`src/rtl/i2c_pkg.sv`:
```
// Shared constants for the I2C register-target slice:
// one-hot FSM encoding, bus levels, address-length codes, pointer helper.
package i2c_pkg;

  localparam int S_IDLE      = 0;
  localparam int S_DEV       = 1;
  localparam int S_DEV_ACK   = 2;
  localparam int S_ADDR_H    = 3;
  localparam int S_ADDR_L    = 4;
  localparam int S_ADDR_ACK  = 5;
  localparam int S_WDATA     = 6;
  localparam int S_WDATA_ACK = 7;
  localparam int S_RDATA     = 8;
  localparam int S_MACK      = 9;
  localparam int S_IGNORE    = 10;

  typedef enum logic [10:0] {
    IDLE      = 11'b1 << S_IDLE,
    DEV       = 11'b1 << S_DEV,
    DEV_ACK   = 11'b1 << S_DEV_ACK,
    ADDR_H    = 11'b1 << S_ADDR_H,
    ADDR_L    = 11'b1 << S_ADDR_L,
    ADDR_ACK  = 11'b1 << S_ADDR_ACK,
    WDATA     = 11'b1 << S_WDATA,
    WDATA_ACK = 11'b1 << S_WDATA_ACK,
    RDATA     = 11'b1 << S_RDATA,
    MACK      = 11'b1 << S_MACK,
    IGNORE    = 11'b1 << S_IGNORE
  } state_t;

  localparam logic ACK    = 1'b0;
  localparam logic NACK   = 1'b1;
  localparam logic ADDR8  = 1'b0;
  localparam logic ADDR16 = 1'b1;

  // 8-bit mode wraps inside the low byte and keeps [15:8] at zero
  function automatic logic [15:0] ptr_inc(
    input logic [15:0] a,
    input logic        wide
  );
    if (wide == ADDR16) return a + 16'd1;
    return {8'h00, a[7:0] + 8'd1};
  endfunction

endpackage

```
`src/rtl/i2c_slave_filt.sv`:
```
// SCL/SDA conditioning: 2-FF sync, FILT_LEN glitch filter, edge/START/STOP.
// Ports: clk_i, rst_n, scl_i, sda_i -> sda_o, scl_rise_o, scl_fall_o, start_o, stop_o.
module i2c_slave_filt #(
  parameter int FILT_LEN = 3
) (
  input  logic clk_i,
  input  logic rst_n,
  input  logic scl_i,
  input  logic sda_i,
  output logic sda_o,
  output logic scl_rise_o,
  output logic scl_fall_o,
  output logic start_o,
  output logic stop_o
);

  localparam int CW = $clog2(FILT_LEN + 1);

  // bit 0 = SCL, bit 1 = SDA; idle bus is high
  logic [1:0]    s1, s2, flt, hist;
  logic [CW-1:0] cnt [2];

  always_ff @(posedge clk_i or negedge rst_n) begin
    if (!rst_n) begin
      s1   <= '1;
      s2   <= '1;
      flt  <= '1;
      hist <= '1;
      cnt  <= '{default: '0};
    end else begin
      s1   <= {sda_i, scl_i};
      s2   <= s1;
      hist <= flt;
      for (int i = 0; i < 2; i++) begin
        if (s2[i] == flt[i]) begin
          cnt[i] <= '0;
        end else if (cnt[i] == CW'(FILT_LEN - 1)) begin
          flt[i] <= s2[i];
          cnt[i] <= '0;
        end else begin
          cnt[i] <= cnt[i] + CW'(1);
        end
      end
    end
  end

  assign sda_o      = flt[1];
  assign scl_rise_o = flt[0] & ~hist[0];
  assign scl_fall_o = ~flt[0] & hist[0];
  assign start_o    = flt[0] & hist[0] & hist[1] & ~flt[1];
  assign stop_o     = flt[0] & hist[0] & ~hist[1] & flt[1];

endmodule

```
`src/rtl/i2c_slave_regif.sv`:
```
// I2C target that turns bus transfers into register-bus strobes.
// Ports: scl_i/sda_i/sda_oe_o bus, dev_addr_i, addr_len_i, reg_* bus, busy_o, stop_o.
module i2c_slave_regif
  import i2c_pkg::*;
#(
  parameter int FILT_LEN = 3,
  parameter int SYS_CLK  = 50_000_000,
  parameter int I2C_CLK  = 400_000
) (
  input  logic        rst_n,
  input  logic        clk_i,
  input  logic        scl_i,
  input  logic        sda_i,
  output logic        sda_oe_o,
  input  logic [6:0]  dev_addr_i,
  input  logic        addr_len_i,
  output logic [15:0] reg_addr_o,
  output logic [7:0]  reg_wdata_o,
  output logic        reg_wren_o,
  output logic        reg_rden_o,
  input  logic [7:0]  reg_rdata_i,
  output logic        busy_o,
  output logic        stop_o
);

  if (SYS_CLK / I2C_CLK < 16) begin : g_clk_chk
    $error("i2c_slave_regif: SYS_CLK/I2C_CLK must be >= 16");
  end

  logic sda_f, scl_rise, scl_fall, start_det, stop_det;

  i2c_slave_filt #(.FILT_LEN(FILT_LEN)) u_filt (
    .clk_i      (clk_i),
    .rst_n      (rst_n),
    .scl_i      (scl_i),
    .sda_i      (sda_i),
    .sda_o      (sda_f),
    .scl_rise_o (scl_rise),
    .scl_fall_o (scl_fall),
    .start_o    (start_det),
    .stop_o     (stop_det)
  );

  state_t     state;
  logic [3:0] bcnt;
  logic [7:0] shreg;
  logic       a16, rw, hi_done, rd_lat;

  logic [7:0] rx_byte;
  logic       last_bit;
  assign rx_byte  = {shreg[6:0], sda_f};
  assign last_bit = (bcnt == 4'd7);

  always_ff @(posedge clk_i or negedge rst_n) begin
    if (!rst_n) begin
      state       <= IDLE;
      bcnt        <= '0;
      shreg       <= '0;
      a16         <= ADDR8;
      rw          <= 1'b0;
      hi_done     <= 1'b0;
      rd_lat      <= 1'b0;
      sda_oe_o    <= 1'b0;
      reg_addr_o  <= '0;
      reg_wdata_o <= '0;
      reg_wren_o  <= 1'b0;
      reg_rden_o  <= 1'b0;
      busy_o      <= 1'b0;
      stop_o      <= 1'b0;
    end else begin
      reg_wren_o <= 1'b0;
      reg_rden_o <= 1'b0;
      stop_o     <= 1'b0;
      rd_lat     <= reg_rden_o;
      if (rd_lat) shreg <= reg_rdata_i;
      // pointer moves only after the write strobe has been seen
      if (reg_wren_o) reg_addr_o <= ptr_inc(reg_addr_o, a16);

      if (start_det) begin
        state    <= DEV;
        bcnt     <= '0;
        busy_o   <= 1'b1;
        a16      <= addr_len_i;
        sda_oe_o <= 1'b0;
      end else if (stop_det) begin
        state    <= IDLE;
        sda_oe_o <= 1'b0;
        stop_o   <= 1'b1;
        busy_o   <= 1'b0;
      end else begin
        unique case (1'b1)
          state[S_DEV]: if (scl_rise) begin
            shreg <= rx_byte;
            bcnt  <= last_bit ? 4'd0 : bcnt + 4'd1;
            if (last_bit) begin
              rw <= rx_byte[0];
              if (rx_byte[7:1] == dev_addr_i) begin
                state      <= DEV_ACK;
                reg_rden_o <= rx_byte[0];
              end else begin
                state <= IGNORE;
              end
            end
          end
          state[S_ADDR_H], state[S_ADDR_L], state[S_WDATA]: if (scl_rise) begin
            shreg <= rx_byte;
            bcnt  <= last_bit ? 4'd0 : bcnt + 4'd1;
            if (last_bit) begin
              if (state[S_WDATA]) begin
                reg_wdata_o <= rx_byte;
                reg_wren_o  <= 1'b1;
                state       <= WDATA_ACK;
              end else if (state[S_ADDR_H]) begin
                reg_addr_o[15:8] <= rx_byte;
                hi_done          <= 1'b1;
                state            <= ADDR_ACK;
              end else begin
                reg_addr_o <= {(a16 == ADDR16) ? reg_addr_o[15:8] : 8'h00,
                               rx_byte};
                hi_done    <= 1'b0;
                state      <= ADDR_ACK;
              end
            end
          end
          // first fall pulls SDA low, second fall ends the ACK slot
          state[S_DEV_ACK], state[S_ADDR_ACK], state[S_WDATA_ACK]: if (scl_fall) begin
            if (!sda_oe_o) begin
              sda_oe_o <= 1'b1;
            end else begin
              sda_oe_o <= 1'b0;
              bcnt     <= '0;
              if (state[S_DEV_ACK] && rw) begin
                sda_oe_o <= ~shreg[7];
                shreg    <= {shreg[6:0], 1'b0};
                state    <= RDATA;
              end else if (state[S_DEV_ACK]) begin
                state <= (a16 == ADDR16) ? ADDR_H : ADDR_L;
              end else if (state[S_ADDR_ACK]) begin
                state <= hi_done ? ADDR_L : WDATA;
              end else begin
                state <= WDATA;
              end
            end
          end
          state[S_RDATA]: begin
            if (scl_rise) bcnt <= bcnt + 4'd1;
            if (scl_fall) begin
              if (bcnt == 4'd8) begin
                sda_oe_o <= 1'b0;
                bcnt     <= '0;
                state    <= MACK;
              end else begin
                sda_oe_o <= ~shreg[7];
                shreg    <= {shreg[6:0], 1'b0};
              end
            end
          end
          state[S_MACK]: if (scl_rise) begin
            if (sda_f == ACK) begin
              reg_addr_o <= ptr_inc(reg_addr_o, a16);
              reg_rden_o <= 1'b1;
              state      <= RDATA;
            end else begin
              state <= IGNORE;
            end
          end
          default: ;
        endcase
      end
    end
  end

endmodule

```
`config.mk`:
```
export PLATFORM = sky130hd
export DESIGN_NAME = i2c_slave_regif
export DESIGN_NICKNAME = d
export VERILOG_FILES = /design/src/rtl/i2c_pkg.sv /design/src/rtl/i2c_slave_filt.sv /design/src/rtl/i2c_slave_regif.sv
export SDC_FILE = /design/constraint.sdc
export NUM_CORES = 1
export LEC_CHECK = 0
export ABC_AREA = 1
export CORE_MARGIN = 1.5
export CORE_UTILIZATION = 52
export CTS_CLUSTER_DIAMETER = 200
export DETAILED_ROUTE_END_ITERATION = 6
export PLACE_DENSITY = 0.81
export SYNTH_ARGS = -nofsm -noshare
export SYNTH_HDL_FRONTEND = slang
export SYNTH_HIERARCHICAL = 1
export SYNTH_SLANG_ARGS = --single-unit
export TNS_END_PERCENT = 50
```
`constraint.sdc`:
```
create_clock -name clk_i -period 3.8 [get_ports clk_i]
set_input_delay 1.14 -clock clk_i [delete_from_list [all_inputs] [get_ports clk_i]]
set_output_delay 1.14 -clock clk_i [all_outputs]
set_load 0.01 [all_outputs]
```
### After elaboration in Yosys (flattened, before gate mapping)

Cells that the tools add are included.

* logic and storage cells: 175
* register bits: 67
* output and inout port bits: 29

* bitwise logic cells: 17
* equality and inequality tests: 21
* muxes and demuxes: 93
* $add $sub $neg: 5
* reductions and logical operators: 16

Operator list (number)
* two-way mux 16 bit: 11
* two-way mux 8 bit: 14
* two-way mux 10 bit: 9
* case mux 10 bit (5 select lines): 1
* two-way mux 4 bit: 9
* two-way mux 1 bit: 32
* case mux 16 bit (2 select lines): 1
* inequality test 4 bit, second input constant: 7
* two-way mux 9 bit: 3
* case mux 8 bit (3 select lines): 1
* two-way mux 7 bit: 3
* adder 16 x 1 -> 16 bit, second input constant: 1
* case mux 4 bit (3 select lines): 1
* AND reduction 6 bit: 2
* NOT 1 bit: 10
* AND reduction 10 bit: 1
* AND reduction 5 bit: 2
* adder 8 x 1 -> 8 bit, second input constant: 1
* two-way mux 2 bit: 4
* inequality test 4 x 3 -> 1 bit, second input constant: 2
* inequality test 8 bit, second input constant: 1
* nonzero test 4 bit: 2
* bitwise AND 1 bit: 7
* == test 7 bit: 1
* other kinds (19): 26

### Logic depth before layout (Yosys ltp)

* depth in word-level cells: 12
* mapped depth: 13
* mapped depth without buffers: 13

### Modules after synthesis

Netlist, hierarchy kept.

By module, submodules not included
* i2c_slave_regif: cells an instance 555, times used 1, area each 3788.6 um2, seq. area each 1351.3 um2
* i2c_slave_filt: cells an instance 51, times used 1, area each 462.9 um2, seq. area each 310.3 um2

### Worst setup path before layout

OpenSTA, ideal clock, no wires.

* path kind: register to register
* start point: register u_filt.flt[1]
* end point: register reg_addr_o[3]
* library setup time: 118 ps
* data arrival time: 2035 ps
* period minus slack after synthesis: 2153 ps
* cell stages (with the launch flop): 8
* setup slack: 1647 ps
* data required time: 3682 ps
* cell sequence: dfstp_2 > inv_1 > nor3_1 > inv_1 > clkbuf_1 > a21oi_1 > o22ai_1 > a21o_1

RTL lines
* from (decl): line i2c_slave_filt.sv:20 `logic [1:0] s1, s2, flt, hist;`
* from (signal, indexed assignment): line i2c_slave_filt.sv:38 `flt[i] <= s2[i];`
* bitwise AND 1 bit: line i2c_slave_filt.sv:51 `assign stop_o = flt[0] & hist[0] & ~hist[1] & flt[1];`
* net stop_det: line i2c_slave_regif.sv:30 `logic sda_f, scl_rise, scl_fall, start_det, stop_det;`
* two-way mux 16 bit: line i2c_slave_regif.sv:85 `end else if (stop_det) begin`
* two-way mux 16 bit: line i2c_slave_regif.sv:79 `if (start_det) begin`
* to (signal assigned): line i2c_slave_regif.sv:77 `if (reg_wren_o) reg_addr_o <= ptr_inc(reg_addr_o, a16);`
* to (signal assigned): line i2c_slave_regif.sv:118 `reg_addr_o <= {(a16 == ADDR16) ? reg_addr_o[15:8] : 8'h00,`
* to (signal assigned): line i2c_slave_regif.sv:160 `reg_addr_o <= ptr_inc(reg_addr_o, a16);`
* to (decl): line i2c_slave_regif.sv:17 `output logic [15:0] reg_addr_o,`

The timed path passes the listed nets, and every way through them passes these cells.
A chain may end at the register's enable or synchronous reset.

### Final worst setup path

* start point: register reg_wren_o
* end point: output port reg_wren_o

RTL lines
* from (decl): line i2c_slave_regif.sv:19 `output logic reg_wren_o,`
* from (signal assigned): line i2c_slave_regif.sv:66 `reg_wren_o <= 1'b0;`
* from (signal assigned): line i2c_slave_regif.sv:71 `reg_wren_o <= 1'b0;`
* from (signal assigned): line i2c_slave_regif.sv:111 `reg_wren_o <= 1'b1;`

No word-level cell between the ends.

==> out/results.txt <==
die width: 93.4 um
number of global-route vias before repair: 4,161
initial antenna violation count: 0
Post-synth EDFFs: 0
NetSw: 1060 uW
Finished Layout Cells: 765
status: finished, final reports clean
final hold slack: 0.365 ns
die area: 0.00873 mm2
Synth Instances: 606
Clock transition at path regs: 0.08 ns
Tcrit/Tclk final: 77.0%
nets: 681
Hold Path Class: reg -> reg
Fin. Hold Viols: 0
most frequent cell after synthesis: nand2_1
Worst Path Required: 2.66 ns
FF+latch count, synth: 66
Fill cells: 730
DRC viols: 0
Slew Limit Fails: 0
Routed Antenna Nets: 0
clk buf depth: 2
TritonCTS clock tree: done
CP startpoint kind: flop
layout cells sized above 1: 9.50%
GRT overflow: 0
Clock Skew: 0.00654 ns
number of setup buffers added after CTS: 0
post-DP HPWL: 9.08 mm
Tmin final: 2.92 ns
top-area cell type share of the netlist area: 34.1%
core area: 0.00781 mm2
syn nets: 629
Tot GR Track Use: 30.2%
IO Pins: 49
leakage power: 0.00233 uW
RSZ-0062 raised after global routing: false
Layout Area Growth over Synthesis: 18.9%
ys async rst share: 100%
Site Rows: 32
yosys warns: 6
Cells after DPL: 749
drt via density: 5.62
power density cells: 509 mW/mm2
Routed WL: 12.1 mm
Seq pwr share: 37.2%
Clk network pwr share: 26.8%
Synth area leaders: dfrtp_1 (34%), nand2_1 (15%), nand3_1 (6.5%)
top cells by count, synth: nand2_1 (175), inv_1 (71), dfrtp_1 (58), nand3_1 (55), nor2_1 (53)
crit-path cells: clkdlybuf4s50_1
Sum Neg Setup Slack: 0 ns
first-pass GRT wire length: 20.3 mm
clock sinks: 66
Setup CP Type: reg -> out
htree depth: 3
r2r setup slk: 1.27 ns
crit-path max FO: 18
Die Y: 93.4 um
Yosys top cell by area: dfrtp_1
placer congestion estimate: 0.963
drt first pass iters: 5
DR vias: 4,300
# hold bufs at CTS: 0
Max Clk Rate: 0.342 GHz
largest net degree at the start of global routing: 26
Rel. slew slack: 55.6%
Starting Density: 54.5%
actual slew at the worst max-slew pin: 0.658 ns
Buffers on Ports: 48
critical path's slowest cell: dfrtp_1
CTS Buf Count: 9
CP peak stage delay: 0.76 ns
synthesized cell area: 0.00425 mm2
Synth Area per Inst: 7.02 um2
Crit. End Element: primary output
Register Area: 0.00166 mm2
Seq/Total Area, Yosys: 39.1%
max-cap viol count: 0
per-cell routed wire length: 15.8 um
Synth cell types: 45
final setup vio count: 0
Int Pwr: 1510 uW
area of the multi-input gates: 0.00222 mm2
switching share of total power: 41.2%
Logic pwr share: 36.0%
Arrival @ worst endpoint: 1.78 ns
Peak supply drop: 0.000520 V
diodes inserted: 0
ys flop type: dfrtp_1
worst-skew pair later-pin latency: 0.36 ns
DRT iter0 DRCs: 359
cts repair resizes: 0
Root Driver: clkbuf_8
Final Power: 2570 uW
Worst path top cell family by delay: flip-flops
Crit path buffers/inverters: 1
[metal layers]
| metal | GRT usage [%] | vias up | routed length (um) |
|---|---|---|---|
| li1 | - | 2076 | - |
| met1 | 38.0 | 2019 | 5120 |
| met5 | 0 | - | 0 |
| met2 | 51.0 | 171 | 5880 |
| met3 | 6.75 | 34 | 831 |
| met4 | 10.4 | 0 | 262 |
[final cells by class]
cell class,count,area share (%)
Clock buffer,11,2.80
Clock inverter,5,1.71
Inverter,82,6.24
Tap cell,102,2.52
Multi-Input combinational cell,447,43.9
Sequential cell,66,32.9
Timing Repair Buffer,52,10.0
[final timing paths]
| path | from | endpoint | cells after the start |
|---|---|---|---|
| max | reg_wren_o | reg_wren_o | 1 |
| min reg2reg | u_filt/s1[0] | u_filt/s2[0] | 0 |
| max reg2reg | u_filt/flt[1] | shreg[1] | 10 |
| min in group asynchronous | rst_n | reg_wdata_o[4] | 1 |
| min | u_filt/s1[0] | u_filt/s2[0] | 0 |
| max in group asynchronous | rst_n | u_filt/s1[1] | 2 |
[through the flow]
stage / util (%) / worst slack [ns] / cell area, um2
4_1_cts: 64.7 / 0.884 / 5050
3_3_place_gp: 61.8 / 1.29 / 4830
2_1_floorplan: - / 1.65 / 4250
5_1_grt: 64.7 / 0.821 / 5050
3_5_place_dp: 61.8 / 1.26 / 4830
6_report: 64.7 / 0.875 / 5050
[power groups by stage]
stage | registers [uW] | clock network, uW | logic, uW
after floorplan | 928 | 0 | 670
after global placement | 963 | 0 | 887
after detailed placement | 968 | 0 | 913
after CTS | 956 | 697 | 920
after global routing | 974 | 723 | 1030
final | 957 | 690 | 924
[kinds of logic (layout without fill, tap and decap cells)]
logic type	Yosys count	after routing	synth area share (%)
adder cells (fa/ha/maj)	3	3	0.883
XOR/XNOR	12	12	2.47
AND/OR/NAND/NOR	324	324	34.6
buffers and inverters	93	150	8.77
AO/OA/AOI/OAI	107	107	14.0
flip-flops	66	66	39.1
multiplexers	1	1	0.235
[sequential cells by signal (all words and copies together) (netlist names)]
name	cells
reg_addr_o	16
state	9
reg_wdata_o	8
shreg	8
bcnt	4
u_filt/cnt	4
u_filt/flt	2
u_filt/hist	2
u_filt/s1	2
u_filt/s2	2
a16	1
busy_o	1
hi_done	1
rd_lat	1
reg_rden_o	1
reg_wren_o	1
rw	1
sda_oe_o	1
stop_o	1
[cell usage in the layout, fill, tap and decap left out, types with 8 or more instances in the layout]
cell type          n
dfrtp_1           58
nand3_1           55
o21ai_0           44
nor2_1            53
clkbuf_8          10
o21ai_1           13
clkdlybuf4s50_1   47
inv_2              8
inv_1             71
a21oi_1           25
nand4_1           11
xnor2_1            9
nand2_1          175
dfstp_2            8
(Power assumes the default switching activity.)
